### src/rtl/access_mem_hs_pkg.sv
// Shared definitions for the memory-access stage: funct3 encodings, FSM states, size decode.
package access_mem_hs_pkg;

   localparam logic [2:0] FUNCT3_LB  = 3'b000;
   localparam logic [2:0] FUNCT3_LH  = 3'b001;
   localparam logic [2:0] FUNCT3_LW  = 3'b010;
   localparam logic [2:0] FUNCT3_LBU = 3'b100;
   localparam logic [2:0] FUNCT3_LHU = 3'b101;
   localparam logic [2:0] FUNCT3_SB  = 3'b000;
   localparam logic [2:0] FUNCT3_SH  = 3'b001;
   localparam logic [2:0] FUNCT3_SW  = 3'b010;

   typedef enum logic [1:0] {
      MEM_IDLE = 2'd0,
      MEM_REQ  = 2'd1,
      MEM_RESP = 2'd2
   } mem_state_e;

   typedef enum logic [1:0] {
      SZ_BYTE = 2'd0,
      SZ_HALF = 2'd1,
      SZ_WORD = 2'd2
   } acc_size_e;

   // Unlisted funct3 codes fall through to a full-word access.
   function automatic acc_size_e access_size(input logic [2:0] f3);
      if (f3 == FUNCT3_LB || f3 == FUNCT3_LBU) return SZ_BYTE;
      if (f3 == FUNCT3_LH || f3 == FUNCT3_LHU) return SZ_HALF;
      return SZ_WORD;
   endfunction

endpackage

### src/rtl/mem_lane_align.sv
// Combinational lane steering: byte enables and replicated write data for stores,
// lane select plus sign/zero extension for loads.
module mem_lane_align
   import access_mem_hs_pkg::*;
#(
   parameter int XLEN  = 32,
   parameter int BE_W  = XLEN / 8,
   parameter int OFF_W = $clog2(BE_W)
) (
   input  logic [2:0]       funct3,
   input  logic [OFF_W-1:0] addr_lo,
   input  logic [XLEN-1:0]  st_data,
   input  logic [XLEN-1:0]  rd_data,
   output logic [BE_W-1:0]  be,
   output logic [XLEN-1:0]  wdata,
   output logic [XLEN-1:0]  ld_data
);

   logic [XLEN-1:0]  rd_sh;
   logic [OFF_W-1:0] half_off;
   logic             sext;

   always_comb begin
      be       = '0;
      wdata    = '0;
      ld_data  = '0;
      rd_sh    = '0;
      half_off = addr_lo & ~OFF_W'(1);
      sext     = ~funct3[2];
      case (access_size(funct3))
         SZ_BYTE: begin
            be    = BE_W'(1) << addr_lo;
            for (int i = 0; i < BE_W; i++) wdata[8*i +: 8] = st_data[7:0];
            rd_sh   = rd_data >> {addr_lo, 3'b000};
            ld_data = {{(XLEN-8){rd_sh[7] & sext}}, rd_sh[7:0]};
         end
         SZ_HALF: begin
            be    = BE_W'(2'b11) << half_off;
            for (int i = 0; i < BE_W; i++) wdata[8*i +: 8] = st_data[8*(i%2) +: 8];
            rd_sh   = rd_data >> {half_off, 3'b000};
            ld_data = {{(XLEN-16){rd_sh[15] & sext}}, rd_sh[15:0]};
         end
         default: begin
            be      = '1;
            wdata   = st_data;
            ld_data = rd_data;
         end
      endcase
   end

endmodule

### src/rtl/access_mem_hs.sv
// EX->WB memory stage with a req/gnt/rvalid data-memory handshake and upstream stall.
// Define LIGHT_MEM_MISALIGN_TRAP_EN to turn misaligned half/word accesses into a trapped bubble.
module access_mem_hs
   import access_mem_hs_pkg::*;
#(
   parameter int XLEN   = 32,
   parameter int REG_AW = 5,
   parameter int BE_W   = XLEN / 8
) (
   input  logic              clk,
   input  logic              reset_n,
   input  logic              i_pipe_Valid,
   input  logic [XLEN-1:0]   i_pipe_TargetAddr,
   input  logic [XLEN-1:0]   i_pipe_AluResult,
   input  logic              i_pipe_Zero,
   input  logic [2:0]        i_pipe_Funct3,
   input  logic              i_pipe_MemRd,
   input  logic              i_pipe_MemWrEn,
   input  logic              i_pipe_MemToReg,
   input  logic              i_pipe_RegWrEn,
   input  logic              i_pipe_Branch,
   input  logic              i_pipe_Jump,
   input  logic [XLEN-1:0]   i_pipe_Reg2Data,
   input  logic [REG_AW-1:0] i_pipe_RegDst,
   input  logic              i_forward_Slct,
   input  logic [XLEN-1:0]   i_forward_Data,
   output logic              o_ctl_NextPC,
   output logic [XLEN-1:0]   o_ctl_TargetAddr,
   output logic              o_ctl_Stall,
   output logic              o_dmem_Req,
   output logic              o_dmem_We,
   output logic [XLEN-1:0]   o_dmem_Addr,
   output logic [BE_W-1:0]   o_dmem_Be,
   output logic [XLEN-1:0]   o_dmem_WData,
   input  logic              i_dmem_Gnt,
   input  logic              i_dmem_RValid,
   input  logic [XLEN-1:0]   i_dmem_RData,
   output logic [XLEN-1:0]   o_pipe_MemData,
   output logic [XLEN-1:0]   o_pipe_AluResult,
   output logic [REG_AW-1:0] o_pipe_RegDst,
   output logic              o_pipe_MemToReg,
   output logic              o_pipe_RegWrEn,
   output logic              o_misalign
);

   localparam int OFF_W = $clog2(BE_W);

   mem_state_e      state;
   logic            req_q;
   logic            misalign_q;
   logic            mem_op;
   logic            misalign;
   logic            done;
   logic            wb_load;
   logic [XLEN-1:0] st_data;
   logic [BE_W-1:0] be;
   logic [XLEN-1:0] wdata;
   logic [XLEN-1:0] ld_data;

   assign mem_op  = i_pipe_Valid & (i_pipe_MemRd | i_pipe_MemWrEn);
   assign st_data = i_forward_Slct ? i_forward_Data : i_pipe_Reg2Data;

`ifdef LIGHT_MEM_MISALIGN_TRAP_EN
   logic mis_addr;
   always_comb begin
      case (access_size(i_pipe_Funct3))
         SZ_HALF: mis_addr = i_pipe_AluResult[0];
         SZ_WORD: mis_addr = |i_pipe_AluResult[OFF_W-1:0];
         default: mis_addr = 1'b0;
      endcase
   end
   assign misalign = mem_op & mis_addr;
`else
   assign misalign = 1'b0;
`endif

   mem_lane_align #(.XLEN(XLEN), .BE_W(BE_W)) u_align (
      .funct3  (i_pipe_Funct3),
      .addr_lo (i_pipe_AluResult[OFF_W-1:0]),
      .st_data (st_data),
      .rd_data (i_dmem_RData),
      .be      (be),
      .wdata   (wdata),
      .ld_data (ld_data)
   );

   // Upstream holds the stage inputs while stalled, so decode can stay combinational.
   always_comb begin
      done        = 1'b0;
      o_ctl_Stall = 1'b0;
      case (state)
         MEM_IDLE: if (mem_op && !misalign) o_ctl_Stall = 1'b1;
                   else                     done = i_pipe_Valid;
         MEM_REQ:  if (i_dmem_Gnt && i_pipe_MemWrEn) done = 1'b1;
                   else                              o_ctl_Stall = 1'b1;
         MEM_RESP: if (i_dmem_RValid) done = 1'b1;
                   else               o_ctl_Stall = 1'b1;
         default:  o_ctl_Stall = 1'b0;
      endcase
   end

   // Stores and trapped accesses retire as bubbles; only ALU ops and loads write back.
   assign wb_load = done && (state == MEM_RESP || (state == MEM_IDLE && !mem_op));

   always_ff @(posedge clk or negedge reset_n) begin
      if (!reset_n) begin
         state <= MEM_IDLE;
         req_q <= 1'b0;
      end else begin
         case (state)
            MEM_IDLE: if (mem_op && !misalign) begin
               state <= MEM_REQ;
               req_q <= 1'b1;
            end
            MEM_REQ: if (i_dmem_Gnt) begin
               state <= i_pipe_MemWrEn ? MEM_IDLE : MEM_RESP;
               req_q <= 1'b0;
            end
            MEM_RESP: if (i_dmem_RValid) state <= MEM_IDLE;
            default: begin
               state <= MEM_IDLE;
               req_q <= 1'b0;
            end
         endcase
      end
   end

   always_ff @(posedge clk or negedge reset_n) begin
      if (!reset_n) begin
         o_pipe_MemData   <= '0;
         o_pipe_AluResult <= '0;
         o_pipe_RegDst    <= '0;
         o_pipe_MemToReg  <= 1'b0;
         o_pipe_RegWrEn   <= 1'b0;
         misalign_q       <= 1'b0;
      end else begin
         misalign_q <= misalign && (state == MEM_IDLE);
         if (wb_load) begin
            o_pipe_MemData   <= (state == MEM_RESP) ? ld_data : '0;
            o_pipe_AluResult <= i_pipe_AluResult;
            o_pipe_RegDst    <= i_pipe_RegDst;
            o_pipe_MemToReg  <= i_pipe_MemToReg;
            o_pipe_RegWrEn   <= i_pipe_RegWrEn;
         end else begin
            o_pipe_MemData   <= '0;
            o_pipe_AluResult <= '0;
            o_pipe_RegDst    <= '0;
            o_pipe_MemToReg  <= 1'b0;
            o_pipe_RegWrEn   <= 1'b0;
         end
      end
   end

   assign o_misalign       = misalign_q;
   assign o_ctl_NextPC     = i_pipe_Valid & (i_pipe_Jump | (i_pipe_Branch & i_pipe_Zero));
   assign o_ctl_TargetAddr = i_pipe_TargetAddr;
   assign o_dmem_Req       = req_q;
   assign o_dmem_We        = req_q & i_pipe_MemWrEn;
   assign o_dmem_Addr      = req_q ? {i_pipe_AluResult[XLEN-1:OFF_W], {OFF_W{1'b0}}} : '0;
   assign o_dmem_Be        = req_q ? be : '0;
   assign o_dmem_WData     = req_q ? wdata : '0;

endmodule
### config.mk
export PLATFORM = sky130hd
export DESIGN_NAME = access_mem_hs
export DESIGN_NICKNAME = d
export VERILOG_FILES = /design/src/rtl/access_mem_hs_pkg.sv /design/src/rtl/mem_lane_align.sv /design/src/rtl/access_mem_hs.sv
export SDC_FILE = /design/constraint.sdc
export NUM_CORES = 1
export LEC_CHECK = 0
export ABC_CLOCK_PERIOD_IN_PS = 2900
export CORE_AREA = 4 4 137 139
export DETAILED_ROUTE_END_ITERATION = 12
export DIE_AREA = 0 0 141 143
export GPL_ROUTABILITY_DRIVEN = 0
export PLACE_DENSITY = 0.76
export SKIP_CTS_REPAIR_TIMING = 1
export SYNTH_ARGS = -nofsm -noshare
export SYNTH_HDL_FRONTEND = slang
export SYNTH_SLANG_ARGS = --single-unit
### constraint.sdc
create_clock -name clk -period 2.9 [get_ports clk]
set_input_delay 0.58 -clock clk [delete_from_list [all_inputs] [get_ports clk]]
set_output_delay 0.58 -clock clk [all_outputs]
set_load 0.05 [all_outputs]
==> results.yml <==
yosys:
  yosysTopAreaCellShare: 0.427
  synth_cell_types: 41
  ys_top_cells_by_area: "dfrtp_1 (43%), and2_1 (10%), mux2i_1 (7.2%)"
  synth_ff_type: "dfrtp_1"
  synth-edff-count: 0
  synth_compound_area_frac: 0.166
  yosysWarnings: 0
  yosysTopAreaCell: "dfrtp_1"
  synth_top_family_by_area: "simple AND/OR/NAND/NOR gates"
  ys_ff_latch: 74
  muxShareOfSynthArea: 0.119
  avgSynthCellArea_um2: 9.60
  postSynthCellCount: 452
  synth_xor_area_frac: 0
  synth_adder_area_share: 0
  syn_area_mm2: 0.00434
  ys_seq_area_frac: 0.427
  yosys.area_share.simple: 0.178
  synthArstFlopShare: 1.00
sta:
  period_minus_slack_ns: 2.75
  worstMarginPinSlew_ns: 0.943
  finalSetupViolations: 0
  worst_clock_skew_ns: 0.00700
  rsz0062_at_grt: "no"
  fin_hold_ws_ns: 0.398
  fin_crit_sh: 0.947
  fmaxAchievable_mhz: 364
  slew_viol_final: 0
  hold_viol: 0
  slew_headroom: 0.371
power_and_ir_drop:
  peakVddDrop_mv: 0.393
  p_total_uw: 5590
  power_leakage_uw: 0.00355
  p_per_area_mw_per_mm2: 673
clocking:
  tritoncts: "done"
  cts.clk_slew.worst_paths_ns: 0.06
  ctsHtreeMaxLevel: 3
  cts_num_sinks: 74
  cts_inserted_buffers: 9
  clockBufferDepth: 2
  cts-root-buf: "clkbuf_16"
  clkLatencyLatePin_ns: 0.32
layout:
  final_cell_mix: "clkdlybuf4s50_1 (216), dfrtp_1 (74), and2_1 (70)"
  final_common_cell: "clkdlybuf4s50_1"
  num-nets-final: 883
  antenna_cells: 0
  syn_to_final_growth_pct: 91.5
  drive_above_1_share: 0.193
  instances_no_fill: 935
routing:
  vias: 4351
  drt_pre_antenna_iters: 4
  drc: 0
  via_per_inst: 4.65
  drt-total-wl_mm: 19.0
  detail_route.wl_per_cell_um: 20.3
  drtIter0Drc: 308
  antenna_left: 0
setup_path:
  crit_arrival_ns: 2.17
  rr_endpoint: "o_pipe_RegDst[2]"
  critPathSlowestCell: "clkdlybuf4s50_1"
  reg2reg_depth: 4
  setup.worst_path.end: "o_dmem_WData[12]"
  path_class: "input pin to primary output"
  cpMostUsedCell: "buf_12"
  cp.depth: 6
  path_cells: "clkdlybuf4s50_1 > buf_12 > or2_2 > nand2_1 > a21oi_1 > buf_12"
  cp-end-kind: "primary output"
  r2r_start: "state[1]"
  path_buf_inv: 3
  path_max_fanout: 39
  start_kind: "input pin"
  required_ns: 2.32
  cp-startpoint: "i_pipe_Funct3[0]"
  cpPeakStageDelay_ns: 0.50
  crit_family: "buffers and inverters"
  rrSetupSlack_ns: 1.21
min_path:
  hp-class: "input pin to async pin"
floorplan:
  die_h_um: 143
  start_util: 0.246
  core_mm2: 0.0177
  die-width_um: 141
  dieArea_mm2: 0.0202
  pin_count: 357
  rows: 49
global_routing:
  grt_pass1_wl_mm: 27.5
  grt_max_degree: 75
  grt.total_usage: 0.180
  overflow: 0
  antenna_found_initial: 0
  grt_pass1_vias: 4424
run_status:
  status: "finished clean"
job:
  maxCapViolCount: 0
place:
  placed_cells: 920
  io_buffers: 289
  dpl.hpwl_mm: 15.7
-- registers in the layout (all words and copies together) (netlist names) --
signal / count
o_pipe_RegWrEn: 1
o_pipe_MemData: 32
o_dmem_Req: 1
o_pipe_AluResult: 32
o_pipe_MemToReg: 1
o_pipe_RegDst: 5
state: 2
-- how the worst min path moves through the flow --
| stage | end |
|---|---|
| after floorplan | o_dmem_Req |
| after global placement | state[1] |
| after detailed placement | state[1] |
| after CTS | o_pipe_AluResult[14] |
| after global routing | o_pipe_AluResult[22] |
| final | o_pipe_AluResult[20] |
-- synth_stat cells, types with 2 or more instances --
master / count
dfrtp_1: 74
and2_1: 70
buf_4: 35
mux2i_1: 31
clkbuf_1: 25
a21oi_1: 22
nand2_1: 20
o21ai_0: 19
mux2_2: 17
o2bb2ai_1: 16
a31oi_1: 15
inv_1: 13
nor2_1: 13
o22ai_1: 10
nand3_1: 8
nand3b_1: 8
a221oi_1: 7
o22a_1: 7
buf_1: 5
buf_2: 5
nor2b_1: 4
a22oi_1: 3
a211o_1: 2
a21o_1: 2
buf_6: 2
nand2b_1: 2
or3_1: 2
or3b_2: 2
-- through the flow --
stage          instance area, um^2   util  worst slack, ns  TNS (ns)
3_3_place_gp                  7980  0.452            0.207         0
6_report                      8310  0.471            0.155         0
4_1_cts                       8310  0.471            0.172         0
2_1_floorplan                 4390      -           -0.122     -1.07
5_1_grt                       8310  0.471           0.0640         0
3_5_place_dp                  7980  0.452            0.175         0
-- kinds of logic after synthesis --
logic type / Yosys count
simple gates: 135
compound gates: 108
buf+inv: 85
flops: 74
mux: 49
other cells: 1
-- routing by layer --
layer | up-vias | share of wire | GRT usage
li1 | 2048 | - | -
met5 | - | 0 | 0
met2 | 232 | 0.56 | 0.354
met3 | 45 | 0.073 | 0.0435
met4 | 0 | 0.036 | 0.0775
met1 | 2026 | 0.33 | 0.179
-- power by group --
group          internal [uW]  switching [uW]
clock network            836             413
logic                   1400            1800
registers               1090            54.4
-- final cells by class --
| type | instances | area, um^2 |
|---|---|---|
| fill | 1649 | 9350 |
| timing repair buffer | 309 | 3720 |
| multi-input combinational | 295 | 2070 |
| sequential | 74 | 1850 |
| tap | 229 | 287 |
| clock buffer | 10 | 229 |
| clock inverter | 5 | 104 |
| inverter | 13 | 48.8 |
Note: power is estimated with default switching activity, not from simulation.
